`src/rtl/ebr_pkg.sv`:
```
// ebr_pkg: shared widths, byte-enable codes and packer state for the EBR write path
package ebr_pkg;
  localparam int EBR_BYTE_W = 9;
  localparam int EBR_WORD_W = 18;
  localparam logic [1:0] BE_LO   = 2'b01;
  localparam logic [1:0] BE_HI   = 2'b10;
  localparam logic [1:0] BE_BOTH = 2'b11;
  typedef enum logic {EMPTY, HELD} pk_state_t;
endpackage

```
`src/rtl/ebr_idle_timer.sv`:
```
// ebr_idle_timer: counts enabled idle cycles, pulses tc at TIMEOUT; TIMEOUT=0 disables
module ebr_idle_timer #(
  parameter int TIMEOUT = 16
) (
  input  logic clk,
  input  logic rst,
  input  logic clr,
  input  logic en,
  output logic tc
);
  generate
    if (TIMEOUT == 0) begin : g_off
      assign tc = 1'b0;
    end else begin : g_on
      localparam int CW = $clog2(TIMEOUT + 1);
      logic [CW-1:0] cnt;
      always_ff @(posedge clk or posedge rst)
        if (rst) cnt <= '0;
        else if (clr) cnt <= '0;
        else if (en && !tc) cnt <= cnt + CW'(1);
      assign tc = en && (cnt == CW'(TIMEOUT));
    end
  endgenerate
endmodule

```
`src/rtl/ebr_wr_packer.sv`:
```
// ebr_wr_packer: packs a 9-bit byte stream into 18-bit EBR writes over a circular buffer
module ebr_wr_packer
  import ebr_pkg::*;
#(
  parameter int ADDR_W        = 9,
  parameter int FLUSH_TIMEOUT = 16
) (
  input  logic                  clk,
  input  logic                  rst,
  input  logic [EBR_BYTE_W-1:0] s_data,
  input  logic                  s_valid,
  output logic                  s_ready,
  input  logic                  flush,
  input  logic [ADDR_W+1:0]     rd_ptr,
  output logic [EBR_WORD_W-1:0] di,
  output logic [ADDR_W-1:0]     adw,
  output logic [1:0]            be,
  output logic                  cew,
  output logic [ADDR_W+1:0]     wr_ptr,
  output logic [ADDR_W+1:0]     level,
  output logic                  full
);
  localparam int PW = ADDR_W + 2;
  pk_state_t state, state_n;
  logic [EBR_BYTE_W-1:0] hold, hold_n;
  logic [EBR_WORD_W-1:0] di_n;
  logic [ADDR_W-1:0] adw_n;
  logic [1:0] be_n;
  logic cew_n, acc, tc, fl;
  logic [PW-1:0] wr_ptr_n;
  assign acc     = s_valid && s_ready;
  assign fl      = flush || tc;
  assign level   = wr_ptr + PW'(state == HELD) - rd_ptr;
  assign full    = level == (PW'(1) << (ADDR_W + 1));
  assign s_ready = !full;
  ebr_idle_timer #(.TIMEOUT(FLUSH_TIMEOUT)) u_timer (
    .clk (clk),
    .rst (rst),
    .clr (acc || state == EMPTY),
    .en  (state == HELD),
    .tc  (tc)
  );
  // A held byte always sits in lane 0, so any write address is simply wr_ptr's word.
  always_comb begin
    state_n  = state;
    hold_n   = hold;
    wr_ptr_n = wr_ptr;
    di_n     = di;
    adw_n    = adw;
    be_n     = be;
    cew_n    = 1'b0;
    if (state == EMPTY) begin
      if (acc && !wr_ptr[0]) begin
        hold_n  = s_data;
        state_n = HELD;
      end else if (acc) begin
        cew_n    = 1'b1;
        be_n     = BE_HI;
        di_n     = {s_data, {EBR_BYTE_W{1'b0}}};
        adw_n    = wr_ptr[ADDR_W:1];
        wr_ptr_n = wr_ptr + PW'(1);
      end
    end else if (acc || fl) begin
      cew_n    = 1'b1;
      be_n     = acc ? BE_BOTH : BE_LO;
      di_n     = {acc ? s_data : {EBR_BYTE_W{1'b0}}, hold};
      adw_n    = wr_ptr[ADDR_W:1];
      wr_ptr_n = wr_ptr + (acc ? PW'(2) : PW'(1));
      state_n  = EMPTY;
    end
  end
  always_ff @(posedge clk or posedge rst)
    if (rst) begin
      state  <= EMPTY;
      hold   <= '0;
      wr_ptr <= '0;
      di     <= '0;
      adw    <= '0;
      be     <= '0;
      cew    <= 1'b0;
    end else begin
      state  <= state_n;
      hold   <= hold_n;
      wr_ptr <= wr_ptr_n;
      di     <= di_n;
      adw    <= adw_n;
      be     <= be_n;
      cew    <= cew_n;
    end
endmodule

```
`config.mk`:
```
export PLATFORM = sky130hd
export DESIGN_NAME = ebr_wr_packer
export DESIGN_NICKNAME = d
export VERILOG_FILES = /design/src/rtl/ebr_pkg.sv /design/src/rtl/ebr_idle_timer.sv /design/src/rtl/ebr_wr_packer.sv
export SDC_FILE = /design/constraint.sdc
export NUM_CORES = 1
export LEC_CHECK = 0
export ABC_CLOCK_PERIOD_IN_PS = 6000
export CAP_MARGIN = 20
export CORE_MARGIN = 2
export CORE_UTILIZATION = 51
export CTS_BUF_LIST = sky130_fd_sc_hd__clkbuf_4 sky130_fd_sc_hd__clkbuf_8
export DETAILED_ROUTE_END_ITERATION = 16
export MAX_ROUTING_LAYER = met4
export PLACE_DENSITY_LB_ADDON = 0.08
export SYNTH_ARGS = -nofsm -noshare
export SYNTH_HDL_FRONTEND = slang
export SYNTH_HIERARCHICAL = 1
export SYNTH_SLANG_ARGS = --single-unit
export TNS_END_PERCENT = 10
```
`constraint.sdc`:
```
create_clock -name clk -period 6 [get_ports clk]
set_input_delay 1.2 -clock clk [delete_from_list [all_inputs] [get_ports clk]]
set_output_delay 1.2 -clock clk [all_outputs]
set_load 0.03 [all_outputs]
```
; After elaboration in Yosys (flattened, before gate mapping)
; Cells that the tools add are included.
[word_totals]
mem_bits_rw = 0
latchBits = 0
word_cells = 60
register_bits = 56
n_memories = 0
out_inout_bits = 54
romBits = 0
input_bits = 24
[classes]
addsub = 5
shift = 0
reduce_logical = 14
n_bitwise = 1
n_div = 0
eq_ne = 4
order_cmp = 0
muxes = 28
n_mul = 0
[op_table]
columns = operator, n
row1 = 18-bit two-way mux, 4
row2 = 9-bit two-way mux, 5
row3 = 11-bit two-way mux, 4
row4 = 2-bit two-way mux, 6
row5 = 11-bit by 1-bit adder with 11-bit output, 1
row6 = "11-bit by 1-bit adder with 11-bit output, second input constant", 1
row7 = 11-bit by 2-bit adder with 11-bit output, 1
row8 = "11-bit == test, second input constant", 1
row9 = 11-bit subtractor, 1
row10 = 5-bit two-way mux, 2
row11 = 1-bit two-way mux, 7
row12 = "5-bit by 1-bit adder with 5-bit output, second input constant", 1
row13 = "5-bit == test, second input constant", 1
row14 = 1-bit logical AND, 4
row15 = 2-bit nonzero test, 2
row16 = 1-bit zero test, 3
row17 = 1-bit logical OR, 3
row18 = 3-bit AND reduction, 1
row19 = "2-bit by 1-bit inequality test with 1-bit output, second input constant", 1
row20 = "2-bit inequality test, second input constant", 1
row21 = 2-bit AND reduction, 1
row22 = 1-bit inverter, 1

; Longest topological paths before layout
[depth]
depth_word = 9
ltp_mapped = 19

; Cells and area by module
; Netlist, hierarchy kept.
[by_module_without_submodules]
columns = module, area_each_um2, cells_each, n_inst, seq_area_each_um2
row1 = ebr_wr_packer, 2775.2, 244, 1, 1276.2
row2 = ebr_idle_timer, 290.3, 29, 1, 125.1

; Worst setup path after synthesis
; OpenSTA, ideal clock, no wires.
[synth_timing]
path_kind = input to output
from = input rd_ptr[0]
to = output full
t_required_ps = 4800
n_path_buf = 0
path_stages = 10
setup_slack_ps = 667
arrival_time_ps = 4133
path_cell_list = ha_1 -> inv_1 -> ha_1 -> fa_1 -> xor2_1 -> or3_1 -> or3_1 -> nor4_1 -> nand2_1 -> inv_1
[synth_between]
elab_chain_len = 2
[synth_rtl]
columns = item, line_no
row1 = "start, declared", ebr_wr_packer.sv:14  ; input logic [ADDR_W+1:0] rd_ptr,
row2 = 11-bit subtractor, ebr_wr_packer.sv:33  ; assign level = wr_ptr + PW'(state == HELD) - rd_ptr;
row3 = named net level[2], ebr_wr_packer.sv:20  ; output logic [ADDR_W+1:0] level,
row4 = 11-bit == test, ebr_wr_packer.sv:34  ; assign full = level == (PW'(1) << (ADDR_W + 1));
row5 = "end, declared", ebr_wr_packer.sv:21  ; output logic full
; The timed path passes the listed nets, and every way through them passes these cells.

; Final worst setup path
[layout_timing]
from = input rd_ptr[0]
to = output s_ready
[layout_between]
elab_chain_len = 3
[layout_rtl]
columns = item, line_no
row1 = 11-bit subtractor, ebr_wr_packer.sv:33
row2 = 11-bit == test, ebr_wr_packer.sv:34
row3 = 1-bit zero test, ebr_wr_packer.sv:35  ; assign s_ready = !full;
row4 = "end, declared", ebr_wr_packer.sv:12  ; output logic s_ready,
; Every way passes these cells.

==> results_dict.tcl <==
set metrics [dict create \
    cts_root_buf "clkbuf_8" \
    worstPathRequired_ns 4.80 \
    clock_path_buffers 2 \
    port_buffers 77 \
    n_antenna_cell 0 \
    total_power_mw 2.230 \
    ys_async_sr_fraction_pct 100.0 \
    p_seq_share_pct 28.1 \
    holdWs_ns 0.4863 \
    overflow 0 \
    cts_resized 0 \
    ys.flop_type "dfrtp_1" \
    postCtsHoldBufs 0 \
    grt_pass1_vias 2326 \
    yosys.area_share.adder_pct 11.10 \
    cap_violations 0 \
    grt_pass1_wl_mm 11.20 \
    syn_nets 323 \
    synth_edf_count 0 \
    min_path_type "reg2reg" \
    skew_ns 0.009481 \
    die_area_um2 6647 \
    cts_tree "done" \
    worstMarginPinSlew_ns 0.7969 \
    synth-xor-area-share_pct 5.714 \
    drcViolationCount 0 \
    setup_viol 0 \
    htreeDepth 2 \
    end_kind "output port" \
    vias 2341 \
    netlist_area_um2 3065 \
    synthMuxAreaShare_pct 6.898 \
    reg2reg_depth 19 \
    drt_iter0_drc 108 \
    ys_types 48 \
    fmax_ghz 0.1743 \
    post_cts_buffers 0 \
    hold_viol 0 \
    clk_pin_slew_ns 0.10 \
    synth.most_common_cell "dfrtp_1" \
    numCtsBuffers 5 \
    synth_compound_area_share_pct 16.04 \
    reg2reg_from "state" \
    ant_nets 0 \
    p_switching_mw 1.004 \
    drive_gt1_share_pct 10.42 \
    yosys-top-cells-area "dfrtp_1, ha_1, a22o_1, xor2_1, mux2_2" \
    syn_inst 273 \
    hpwl_mm 5.116 \
    die_y_um 81.53 \
    p_leak_nw 1.915 \
    ir_worst_vdd_v 0.0004164 \
    synth.avg_cell_area_um2 11.23 \
    wl_per_cell_um 15.88 \
    start_util_pct 52.40 \
    rr_endpoint "wr_ptr[10]" \
    layout.nets 404 \
    vias_per_cell 5.444 \
    finalMaxSlewViolations 0 \
    fillers 468 \
    worst-setup-path-type "in2out" \
    yosys_warnings 6 \
    startpoint_type "input pin" \
    globalplace.congestion 0.8802 \
    min_path_cells 1 \
    ys_seq_area_share_pct 45.71 \
    min_period_over_period_pct 95.63 \
    cp.arrival_ns 4.54 \
    synth_common_cells "dfrtp_1, ha_1, inv_1, a22o_1, nand2_1" \
    critPathMaxFanout 2 \
    status "finished, final reports clean" \
    reg2reg_slack_ns 1.25 \
    period_needed_ns 5.738 \
    swShare_pct 45.02 \
    synth_top_area_cell "dfrtp_1" \
    rsz0062_at_grt "no" \
    area_growth_pct 32.16 \
    num_rows 28 \
    setup_tns_ns 0 \
    antenna_found_initial 0 \
    grt_start_max_net_pins 52 \
    core_area_um2 5851 \
    min_from "be[1]" \
    max_slew_margin_pct 46.76 \
    synth_top_family_by_area "compound AO/OA/AOI/OAI gates" \
    first_pass_iters 4 \
    min_to "be[1]" \
    insertion_delay_ns 0.31 \
    io_pins 78 \
    internal-power_mw 1.226 \
    p_per_area_nw_per_um2 550.5 \
    clock_sinks 56 \
    grtUsageTotal_pct 22.44 \
    p_clk_share_pct 11.3 \
    wl_mm 6.830 \
    comb_power_share_pct 60.6 \
    die_x_um 81.53 \
    yosys.area_share.simple_pct 10.00 \
    synth_top_area_share_pct 45.71 \
    synth-seq-cells 56 \
]
## stage by stage
stage | setup slack, ns | util (%) | cell area, um2 | std cells
final | 0.2619 | 69.25 | 4051 | 430
after global routing | 0.07241 | 69.25 | 4051 | 430
after CTS | 0.2522 | 68.91 | 4031 | 429
after detailed placement | 0.2506 | 66.94 | 3916 | 421
after global placement | 0.3521 | 66.94 | 3916 | 421
after floorplan | 0.6669 | - | 3065 | 273
## registers in the layout, summed over array words and instances, names as in the netlist
name              cells
state                 1
be                    2
wr_ptr               11
di                   18
u_timer/g_on.cnt      5
adw                   9
hold                  9
cew                   1
## per-layer routing
| metal | GRT usage, % | up-vias | wire, um |
|---|---|---|---|
| met4 | 5.254 | 0 | 62 |
| li1 | - | 1137 | - |
| met3 | 3.736 | 6 | 330 |
| met5 | - | - | 0 |
| met2 | 36.48 | 66 | 3268 |
| met1 | 29.61 | 1132 | 3168 |
## kinds of logic after synthesis
family	count (synthesis)
flops	56
simple gates	56
xor+xnor	20
compound gates	63
mux	19
fa+ha+maj	26
buf+inv	33
## worst max-delay path by stage
stage                    from       to  cells after the start
floorplan           rd_ptr[0]     full                     10
global placement    rd_ptr[0]  s_ready                     11
detailed placement  rd_ptr[0]  s_ready                     11
CTS                 rd_ptr[0]  s_ready                     11
global route        rd_ptr[0]  s_ready                     12
finish              rd_ptr[0]  s_ready                     11
## critical path, cell delays in order
cell             delay, ns
clkdlybuf4s50_1       0.41
ha_1                  0.28
inv_1                 0.04
ha_1                  0.20
fa_1                  0.41
xor2_1                0.18
or3_1                 0.31
or3_1                 0.39
nor4_1                0.37
nand2_1               0.13
clkdlybuf4s50_1       0.62
## cells in the final DEF (no fill, tap or decap), types with 3 or more instances in the layout
| cell | netlist | routed |
|---|---|---|
| nand2b_1 | 4 | 4 |
| o21ai_0 | 5 | 5 |
| a21o_1 | 6 | 6 |
| dfrtp_1 | 56 | 56 |
| mux2_2 | 10 | 10 |
| o21ai_1 | 4 | 4 |
| clkdlybuf4s50_1 | 0 | 76 |
| o21a_1 | 3 | 3 |
| clkbuf_8 | 0 | 5 |
| a22o_1 | 18 | 18 |
| a21oi_1 | 8 | 8 |
| nand4_1 | 4 | 4 |
| inv_1 | 24 | 23 |
| mux2_1 | 7 | 7 |
| ha_1 | 24 | 24 |
| xor2_1 | 13 | 13 |
| or3_1 | 3 | 3 |
| and3_1 | 4 | 4 |
| buf_4 | 1 | 6 |
| nand2_1 | 15 | 15 |
| nor2_1 | 8 | 8 |
| a211oi_1 | 6 | 6 |
| nand3_1 | 4 | 4 |
| xnor2_1 | 7 | 7 |
## final cells by class
class	count	area, um2	area share, %
multi-input cells	184	1525	37.65
clock inverters	2	38.79	0.9574
inverters	24	90.09	2.224
well taps	75	93.84	2.316
flip-flops and latches	56	1401	34.59
repair buffers	83	825.8	20.38
clock buffers	6	76.32	1.884
## power groups by stage
| stage | combinational [mW] | sequential (mW) | clock (mW) |
|---|---|---|---|
| 2_1_floorplan | 0.679 | 0.799 | 0 |
| 3_3_place_gp | 1.33 | 0.628 | 0 |
| 3_5_place_dp | 1.35 | 0.633 | 0 |
| 4_1_cts | 1.36 | 0.628 | 0.255 |
| 5_1_grt | 1.44 | 0.643 | 0.275 |
| 6_report | 1.35 | 0.626 | 0.253 |
Power figures use the tool's default switching activity.
